### src/rtl/open_list_pkg.sv
// Shared types for the open-list queue arbitration blocks.
package open_list_pkg;

  localparam int unsigned DEF_DATA_WIDTH = 32;
  localparam logic [DEF_DATA_WIDTH-1:0] MAX_VALUE = '1;

  typedef enum logic [1:0] {
    OP_NONE    = 2'b00,
    OP_PUSH    = 2'b01,
    OP_POP     = 2'b10,
    OP_REPLACE = 2'b11
  } op_e;

  typedef enum logic {
    ARB_IDLE = 1'b0,
    ARB_GAP  = 1'b1
  } arb_state_e;

  // Requested queue operation; push together with pop means replace.
  function automatic op_e op_of(input logic push, input logic pop);
    return op_e'({pop, push});
  endfunction

endpackage

### src/rtl/rr_arbiter.sv
// Combinational round-robin picker: first eligible index at or after the pointer.
module rr_arbiter #(
  parameter int unsigned NUM_REQ = 4,
  localparam int unsigned ID_W = $clog2(NUM_REQ)
) (
  input  logic [NUM_REQ-1:0] i_eligible,
  input  logic [ID_W-1:0]    i_rr_ptr,
  output logic [NUM_REQ-1:0] o_grant,
  output logic [ID_W-1:0]    o_grant_idx,
  output logic               o_any_grant
);

  logic [ID_W:0]   sum;
  logic [ID_W-1:0] idx;
  logic            found;

  // Scan NUM_REQ positions starting at the pointer, wrapping modulo NUM_REQ.
  always_comb begin
    o_grant     = '0;
    o_grant_idx = '0;
    found       = 1'b0;
    sum         = '0;
    idx         = '0;
    for (int unsigned off = 0; off < NUM_REQ; off++) begin
      sum = {1'b0, i_rr_ptr} + (ID_W+1)'(off);
      idx = (sum >= (ID_W+1)'(NUM_REQ)) ? ID_W'(sum - (ID_W+1)'(NUM_REQ)) : ID_W'(sum);
      if (!found && i_eligible[idx]) begin
        found        = 1'b1;
        o_grant_idx  = idx;
        o_grant[idx] = 1'b1;
      end
    end
    o_any_grant = found;
  end

endmodule

### src/rtl/open_list_arbiter.sv
// Shares one systolic min-queue between NUM_REQ requesters with round-robin
// arbitration, legality filtering on full/empty, and a settle gap per op.
module open_list_arbiter
  import open_list_pkg::*;
#(
  parameter int unsigned NUM_REQ    = 4,
  parameter int unsigned DATA_WIDTH = 32,
  parameter int          ISSUE_GAP  = 1,
  localparam int unsigned ID_W = $clog2(NUM_REQ)
) (
  input  logic                          CLK,
  input  logic                          RSTn,
  input  logic [NUM_REQ-1:0]            i_req_push,
  input  logic [NUM_REQ-1:0]            i_req_pop,
  input  logic [NUM_REQ*DATA_WIDTH-1:0] i_req_data,
  output logic [NUM_REQ-1:0]            o_grant,
  output logic                          o_rsp_valid,
  output logic [ID_W-1:0]               o_rsp_id,
  output logic [DATA_WIDTH-1:0]         o_rsp_data,
  output logic                          o_q_wrt,
  output logic                          o_q_read,
  output logic [DATA_WIDTH-1:0]         o_q_node_f,
  input  logic                          i_q_full,
  input  logic                          i_q_empty,
  input  logic [DATA_WIDTH-1:0]         i_q_node_f,
  output logic                          o_busy
);

  localparam int unsigned GAP_W = (ISSUE_GAP > 1) ? $clog2(ISSUE_GAP) : 1;

  arb_state_e            state;
  logic [ID_W-1:0]       rr_ptr;
  logic [GAP_W-1:0]      gap_cnt;
  logic                  rsp_valid_q;

  logic [NUM_REQ-1:0]    eligible;
  logic [NUM_REQ-1:0]    arb_grant;
  logic [ID_W-1:0]       gidx;
  logic                  any_grant;
  logic                  issue;
  logic                  sel_push;
  logic                  sel_pop;
  logic [DATA_WIDTH-1:0] sel_data;

  // Legality of each requester's op against the current queue flags.
  always_comb begin
    eligible = '0;
    for (int unsigned k = 0; k < NUM_REQ; k++) begin
      unique case (op_of(i_req_push[k], i_req_pop[k]))
        OP_PUSH:    eligible[k] = !i_q_full;
        OP_POP:     eligible[k] = !i_q_empty;
        OP_REPLACE: eligible[k] = !i_q_full && !i_q_empty;
        default:    eligible[k] = 1'b0;
      endcase
    end
  end

  rr_arbiter #(.NUM_REQ(NUM_REQ)) u_rr (
    .i_eligible  (eligible),
    .i_rr_ptr    (rr_ptr),
    .o_grant     (arb_grant),
    .o_grant_idx (gidx),
    .o_any_grant (any_grant)
  );

  // Mux the granted requester's op and data onto the queue port.
  always_comb begin
    sel_data = '0;
    for (int unsigned k = 0; k < NUM_REQ; k++) begin
      if (gidx == ID_W'(k)) sel_data = i_req_data[k*DATA_WIDTH +: DATA_WIDTH];
    end
    sel_push   = i_req_push[gidx];
    sel_pop    = i_req_pop[gidx];
    issue      = RSTn && (state == ARB_IDLE) && any_grant;
    o_grant    = issue ? arb_grant : '0;
    o_q_wrt    = issue && sel_push;
    o_q_read   = issue && sel_pop;
    o_q_node_f = issue ? sel_data : '0;
  end

  // Gated by reset so a response registered before a mid-gap reset never surfaces.
  assign o_rsp_valid = rsp_valid_q && RSTn;
  assign o_busy      = (state == ARB_GAP);

  // Issue/gap sequencing, round-robin pointer and pop response capture.
  always_ff @(posedge CLK) begin
    if (!RSTn) begin
      state       <= ARB_IDLE;
      rr_ptr      <= '0;
      gap_cnt     <= '0;
      rsp_valid_q <= 1'b0;
      o_rsp_id    <= '0;
      o_rsp_data  <= '0;
    end else begin
      rsp_valid_q <= issue && sel_pop;
      if (issue && sel_pop) begin
        o_rsp_id   <= gidx;
        o_rsp_data <= i_q_node_f;
      end
      unique case (state)
        ARB_IDLE: begin
          if (issue) begin
            rr_ptr <= (gidx == ID_W'(NUM_REQ - 1)) ? '0 : gidx + 1'b1;
            if (ISSUE_GAP > 0) begin
              state   <= ARB_GAP;
              gap_cnt <= GAP_W'(ISSUE_GAP - 1);
            end
          end
        end
        ARB_GAP: begin
          if (gap_cnt == '0) state <= ARB_IDLE;
          else               gap_cnt <= gap_cnt - 1'b1;
        end
        default: state <= ARB_IDLE;
      endcase
    end
  end

endmodule

### config.mk
export PLATFORM = sky130hd
export DESIGN_NAME = open_list_arbiter
export DESIGN_NICKNAME = d
export VERILOG_FILES = /design/src/rtl/open_list_pkg.sv /design/src/rtl/rr_arbiter.sv /design/src/rtl/open_list_arbiter.sv
export SDC_FILE = /design/constraint.sdc
export NUM_CORES = 1
export LEC_CHECK = 0
export ABC_AREA = 1
export CELL_PAD_IN_SITES_DETAIL_PLACEMENT = 0
export CELL_PAD_IN_SITES_GLOBAL_PLACEMENT = 1
export CORE_MARGIN = 2
export CORE_UTILIZATION = 24
export CTS_BUF_LIST = sky130_fd_sc_hd__clkbuf_4
export DETAILED_ROUTE_END_ITERATION = 12
export MAX_ROUTING_LAYER = met4
export PLACE_DENSITY = 0.92
export SYNTH_ARGS = -nofsm -noshare
export SYNTH_HDL_FRONTEND = slang
export SYNTH_SLANG_ARGS = --single-unit
### constraint.sdc
create_clock -name CLK -period 4 [get_ports CLK]
set_input_delay 0.4 -clock CLK [delete_from_list [all_inputs] [get_ports CLK]]
set_output_delay 0.4 -clock CLK [all_outputs]
set_load 0.05 [all_outputs]
* After elaboration in Yosys (flattened, before gate mapping) *
Cells that the tools add are included.

operators by class
  add/subtract/negate cells = 9
  $lt $le $gt $ge = 13
  eq/ne operators = 16
  muxes and demuxes = 53
  bitwise logic cells = 4
  reduce and logical (&&, ||, !) cells = 20

operators with widths
  cell                 number
  $mux 32              5
  $eq 2x2->1 const B   10
  $mux 4               5
  $mux 1               18
  $mux 2               9
  $lt 2x3->1 const B   5
  $logic_and 1x1->1    13
  $bmux 1 s2           6
  $or 4x4->4           3
  $pmux 1 s3           4
  $eq 2x1->1 const B   5
  $ge 3x3->1 const B   3
  $demux 1 s2          4
  $ge 2x1->1 const B   4
  $sub 2x1->2 const B  4
  $add 2x2->3 const B  2
  $logic_not 1->1      5
  $pmux 1 s2           2
  $add 2x1->3 const B  1
  $ge 2x3->1 const B   1
  $add 2x1->2 const B  1
  $logic_not 2->1      1
  $ne 2x2->1 const B   1
  $reduce_and 2->1     1
  other kinds (2)      2

storage, ports and cells
  flip-flop bits (word level) = 39
  bits of input ports = 172
  output and inout bits = 74
  word-level logic and storage cells = 121

* Depth between registers and ports, before layout *
  word-level depth = 21
  depth in mapped cells = 19
  gate-level depth less buffers = 17

* Cells and area by module *
Synthesis repeated with hierarchy kept, for this count alone.

second synthesis, totals
  cell total of the unflattened synthesis = 577
  area, all modules = 3,402.0 um2

modules (own cells, without submodules)
  module             instances  cells each  area each (um2)  seq. area each (um2)
  open_list_arbiter  1          503         2,961.6          760.7
  rr_arbiter         1          74          440.4            0.0

* Least setup slack after synthesis *
No wires, ideal clock.

  path kind = reg-to-output
  start point = reg rr_ptr[1]
  end point = out o_q_node_f[10]
  arrival = 3.397 ns
  required time = 3.600 ns
  path slack = 0.203 ns
  cell stages (with the launch flop) = 19
  path buffers = 2
  cells stage by stage = dfxtp_1 -> inv_1 -> ha_1 -> inv_1 -> nand2_1 -> nand2_4 -> inv_2 -> nand3_2 -> nand3_2 -> nand2_4 -> inv_1 -> ha_1 -> clkbuf_1 -> inv_1 -> clkbuf_1 -> nand3_1 -> nand2_1 -> o211ai_1 -> a21oi_1

on the way
  word-level cells in the longest chain between the ends = 20
  elaborated cells between the ends (all ways) = 47
  those cells by class = 7 x add/sub; 4 x order compare; 3 x eq/ne; 25 x mux; 8 x reduce/logical

RTL lines
  element                                               RTL line                  RTL
  from (decl)                                           open_list_arbiter.sv:32   logic [ID_W-1:0] rr_ptr;
  from (signal assigned)                                open_list_arbiter.sv:103  rr_ptr <= (gidx == ID_W'(NUM_REQ - 1)) ? '0 : gidx + 1'b1;
  branches (longest 13 deep; another with $add 2x1->3)  --
  $mux 2 (*)                                            rr_arbiter.sv:27          if (!found && i_eligible[idx]) begin
  via gidx[0]                                           open_list_arbiter.sv:38   logic [ID_W-1:0] gidx;
  $logic_not 2->1                                       open_list_arbiter.sv:70   if (gidx == ID_W'(k)) sel_data = i_req_data[k*DATA_WIDTH +: DATA_WIDTH];
  $mux 32 (3 in series)                                 open_list_arbiter.sv:70
  $mux 32 (*)                                           open_list_arbiter.sv:70
  $mux 32 (*)                                           open_list_arbiter.sv:78   o_q_node_f = issue ? sel_data : '0;
  to (decl)                                             open_list_arbiter.sv:22   output logic [DATA_WIDTH-1:0] o_q_node_f,

Mark *: on every way through the listed nets, which the timed path passes. The select of a mux whose other input is x is not followed.

* Worst setup path after layout *
  start point = reg rr_ptr[0]
  end point = out o_q_node_f[15]

The elaborated chain is that of the path after synthesis.

==> impl_metrics.toml <==
[status]
status = "finished, final reports clean"

[cells_and_area]
final_cell_mix = "clkdlybuf4s50_1 (207), nand2_1 (129), nand3_1 (79)"
final_nets = 982
mostFrequentLayoutCell = "clkdlybuf4s50_1"
area_growth_pct = 72.7
antenna_cells = 0
drive_above_1_share_pct = 14.9
nFillCells = 1545

[global_route]
grt_pass1_wl_mm = 21.8
grt_pass1_vias = 4310
grt-ovfl-total = 0
antenna_found_initial = 0
grt_use_total_pct = 16.9
grt_start_max_net_pins = 45

[yosys]
synth_top_cell_area_share_pct = 20.8
ys_types = 26
syn_area_mm2 = 0.00366
synthesis.nets = 762
ys_warn_count = 0
postSynthAreaPerCell_um2 = 6.33
ys_seq_area_share_pct = 20.8
ys_seq_elements = 38
yosys.area.top_type = "dfxtp_1"
ys.flop_type = "dfxtp_1"
synth_edf_count = 0
ys_top_cells_by_area = "dfxtp_1 (21%), nand2_1 (13%), nand3_1 (11%)"
async_flop_share_pct = 0
postSynthCellCount = 578

[clocking]
cts-htree-levels = 2
cts.clk_slew.worst_paths_ns = 0.12
clock_path_buffers = 2
cts_buffers = 5
root_buffer = "clkbuf_4"
cts_tree = "built"
clkSinkCount = 38
holdBufCountCts = 0
clk_latency_ns = 0.34

[power]
power.total_mw = 6.94
power_density_mw_per_mm2 = 1100
irDropWorstVdd_v = 0.00101
leakagePower_nw = 2.68

[route]
routed_via_density = 4.68
via_count = 4616
drt_wl_total_mm = 14.1
wl_per_cell_um = 14.3
ant_nets = 0
first_iter_violations = 155
drt_pass1_iterations = 6
post-route-drc-count = 0

[place]
dp_hpwl_mm = 10.8
place.gp.congestion = 0.897
portBuffers = 245

[die]
die_x_um = 127
die_h_um = 127
core-area_mm2 = 0.0150
initial_core_util_pct = 24.3
std_cell_rows = 45
dieArea_mm2 = 0.0162
ios = 246

[worst_setup_path]
critical_path_class = "register to output port"
cp-end-kind = "output port"
crit_top_cell = "inv_1"
cp.required_ns = 3.60
arrival_ns = 3.31
critPathLaunchType = "register"
cp_cell_sequence = "inv_8, ha_1, inv_1, nand2_1, nand2_4, inv_2, nand3_2, nand3_2, nand2_4, inv_1, ha_1, inv_1, buf_12, nand3_1, nand2_1, o211ai_1, a21oi_2, buf_4"
path_max_fanout = 32
cpPeakStageDelay_ns = 0.45
cp_slowest_cell = "dfxtp_1"

[timing]
rsz0062_at_grt = "false"
fin_crit_ns = 3.71
clock.fmax_mhz = 269
slew_violations = 0
fin_tns_setup_ns = 0
setup_viol = 0
slew_headroom_pct = 62.8
finalClockSkew_ns = 0.00344
worst_slew_pin_slew_ns = 0.558
whs_ns = 0.453
hold_viol = 0
period_share_pct = 92.9

[job]
maxCapViolCount = 0

[hold_path]
hp-class = "register to register"
==> cell families after synthesis <==
| logic type | Yosys count | share of synthesized area [%] |
|---|---|---|
| compound gates | 147 | 25.7 |
| buf+inv | 105 | 13.6 |
| fa+ha+maj | 12 | 4.11 |
| flops | 38 | 20.8 |
| simple gates | 276 | 35.8 |
==> synth_stat cells (6+ instances only) <==
cell / number
nand3_1: 79
a21oi_1: 77
a21oi_2: 30
inv_1: 55
dfxtp_1: 38
clkbuf_1: 32
nand2_1: 129
o211ai_1: 36
nand4_1: 7
nand2_2: 8
nor2_1: 37
ha_1: 12
nand3_2: 6
==> sequential cells by signal (all words and copies together) (netlist names) <==
register and count:
o_rsp_id 2, o_rsp_data 32, o_busy 1, rsp_valid_q 1
rr_ptr 2
==> critical path: cells and delay by family, from the launching register on <==
family          cells  cell delay [ns]
flops               1             0.45
fa+ha+maj           2             0.60
buf+inv             7             0.87
compound gates      2             0.30
simple gates        7             0.73
==> stage by stage <==
stage                     instances  worst slack (ns)  utilization [%]  instance area [um^2]
final                           987             0.285             42.0                  6310
after global routing            987           0.00366             42.0                  6310
after CTS                       987            0.0360             42.0                  6310
after detailed placement        979             0.219             41.6                  6250
after global placement          979             0.229             41.6                  6250
after floorplan                 578             0.203                -                  3660
==> layout make-up <==
type / instances / area [um^2] / share of cell area [%]
well taps: 188 / 235 / 3.73
repair buffers: 260 / 2630 / 41.7
clock buffers: 5 / 37.5 / 0.595
inverters: 58 / 225 / 3.57
flip-flops and latches: 38 / 762 / 12.1
clock inverters: 3 / 16.3 / 0.258
multi-input cells: 435 / 2400 / 38.1
==> worst paths after layout <==
check	startpoint	endpoint	slack, ns	cells past startpoint
worst max-delay path	rr_ptr[0]$_SDFFE_PN0P_	o_q_node_f[15]	0.29	18
worst min-delay path	o_rsp_id[1]$_SDFFE_PN0P_	o_rsp_id[1]$_SDFFE_PN0P_	0.45	2
worst max register to register	rr_ptr[0]$_SDFFE_PN0P_	o_rsp_data[23]$_SDFFE_PN0P_	0.93	14
worst min register to register	o_rsp_id[1]$_SDFFE_PN0P_	o_rsp_id[1]$_SDFFE_PN0P_	0.45	2
==> where the power goes <==
part / switching (mW) / internal [mW] / leakage (nW)
sequential: 0.127 / 0.576 / 0.312
combinational: 3.98 / 2.06 / 2.34
clock: 0.135 / 0.0655 / 0.0286
==> repair_timing <==
item	CTS	global route
endpoints found under the setup margin	0	19
resized for setup	0	2
setup buffers	0	0
==> per-layer routing <==
| layer | vias up | part of all wire, % | global-route usage (%) |
|---|---|---|---|
| li1 | 2372 | - | - |
| met1 | 2054 | 43 | 20.9 |
| met2 | 178 | 49 | 29.5 |
| met3 | 12 | 6.7 | 2.22 |
| met4 | 0 | 1.3 | 3.10 |
| met5 | - | 0 | - |
(Power assumes the default switching activity.)
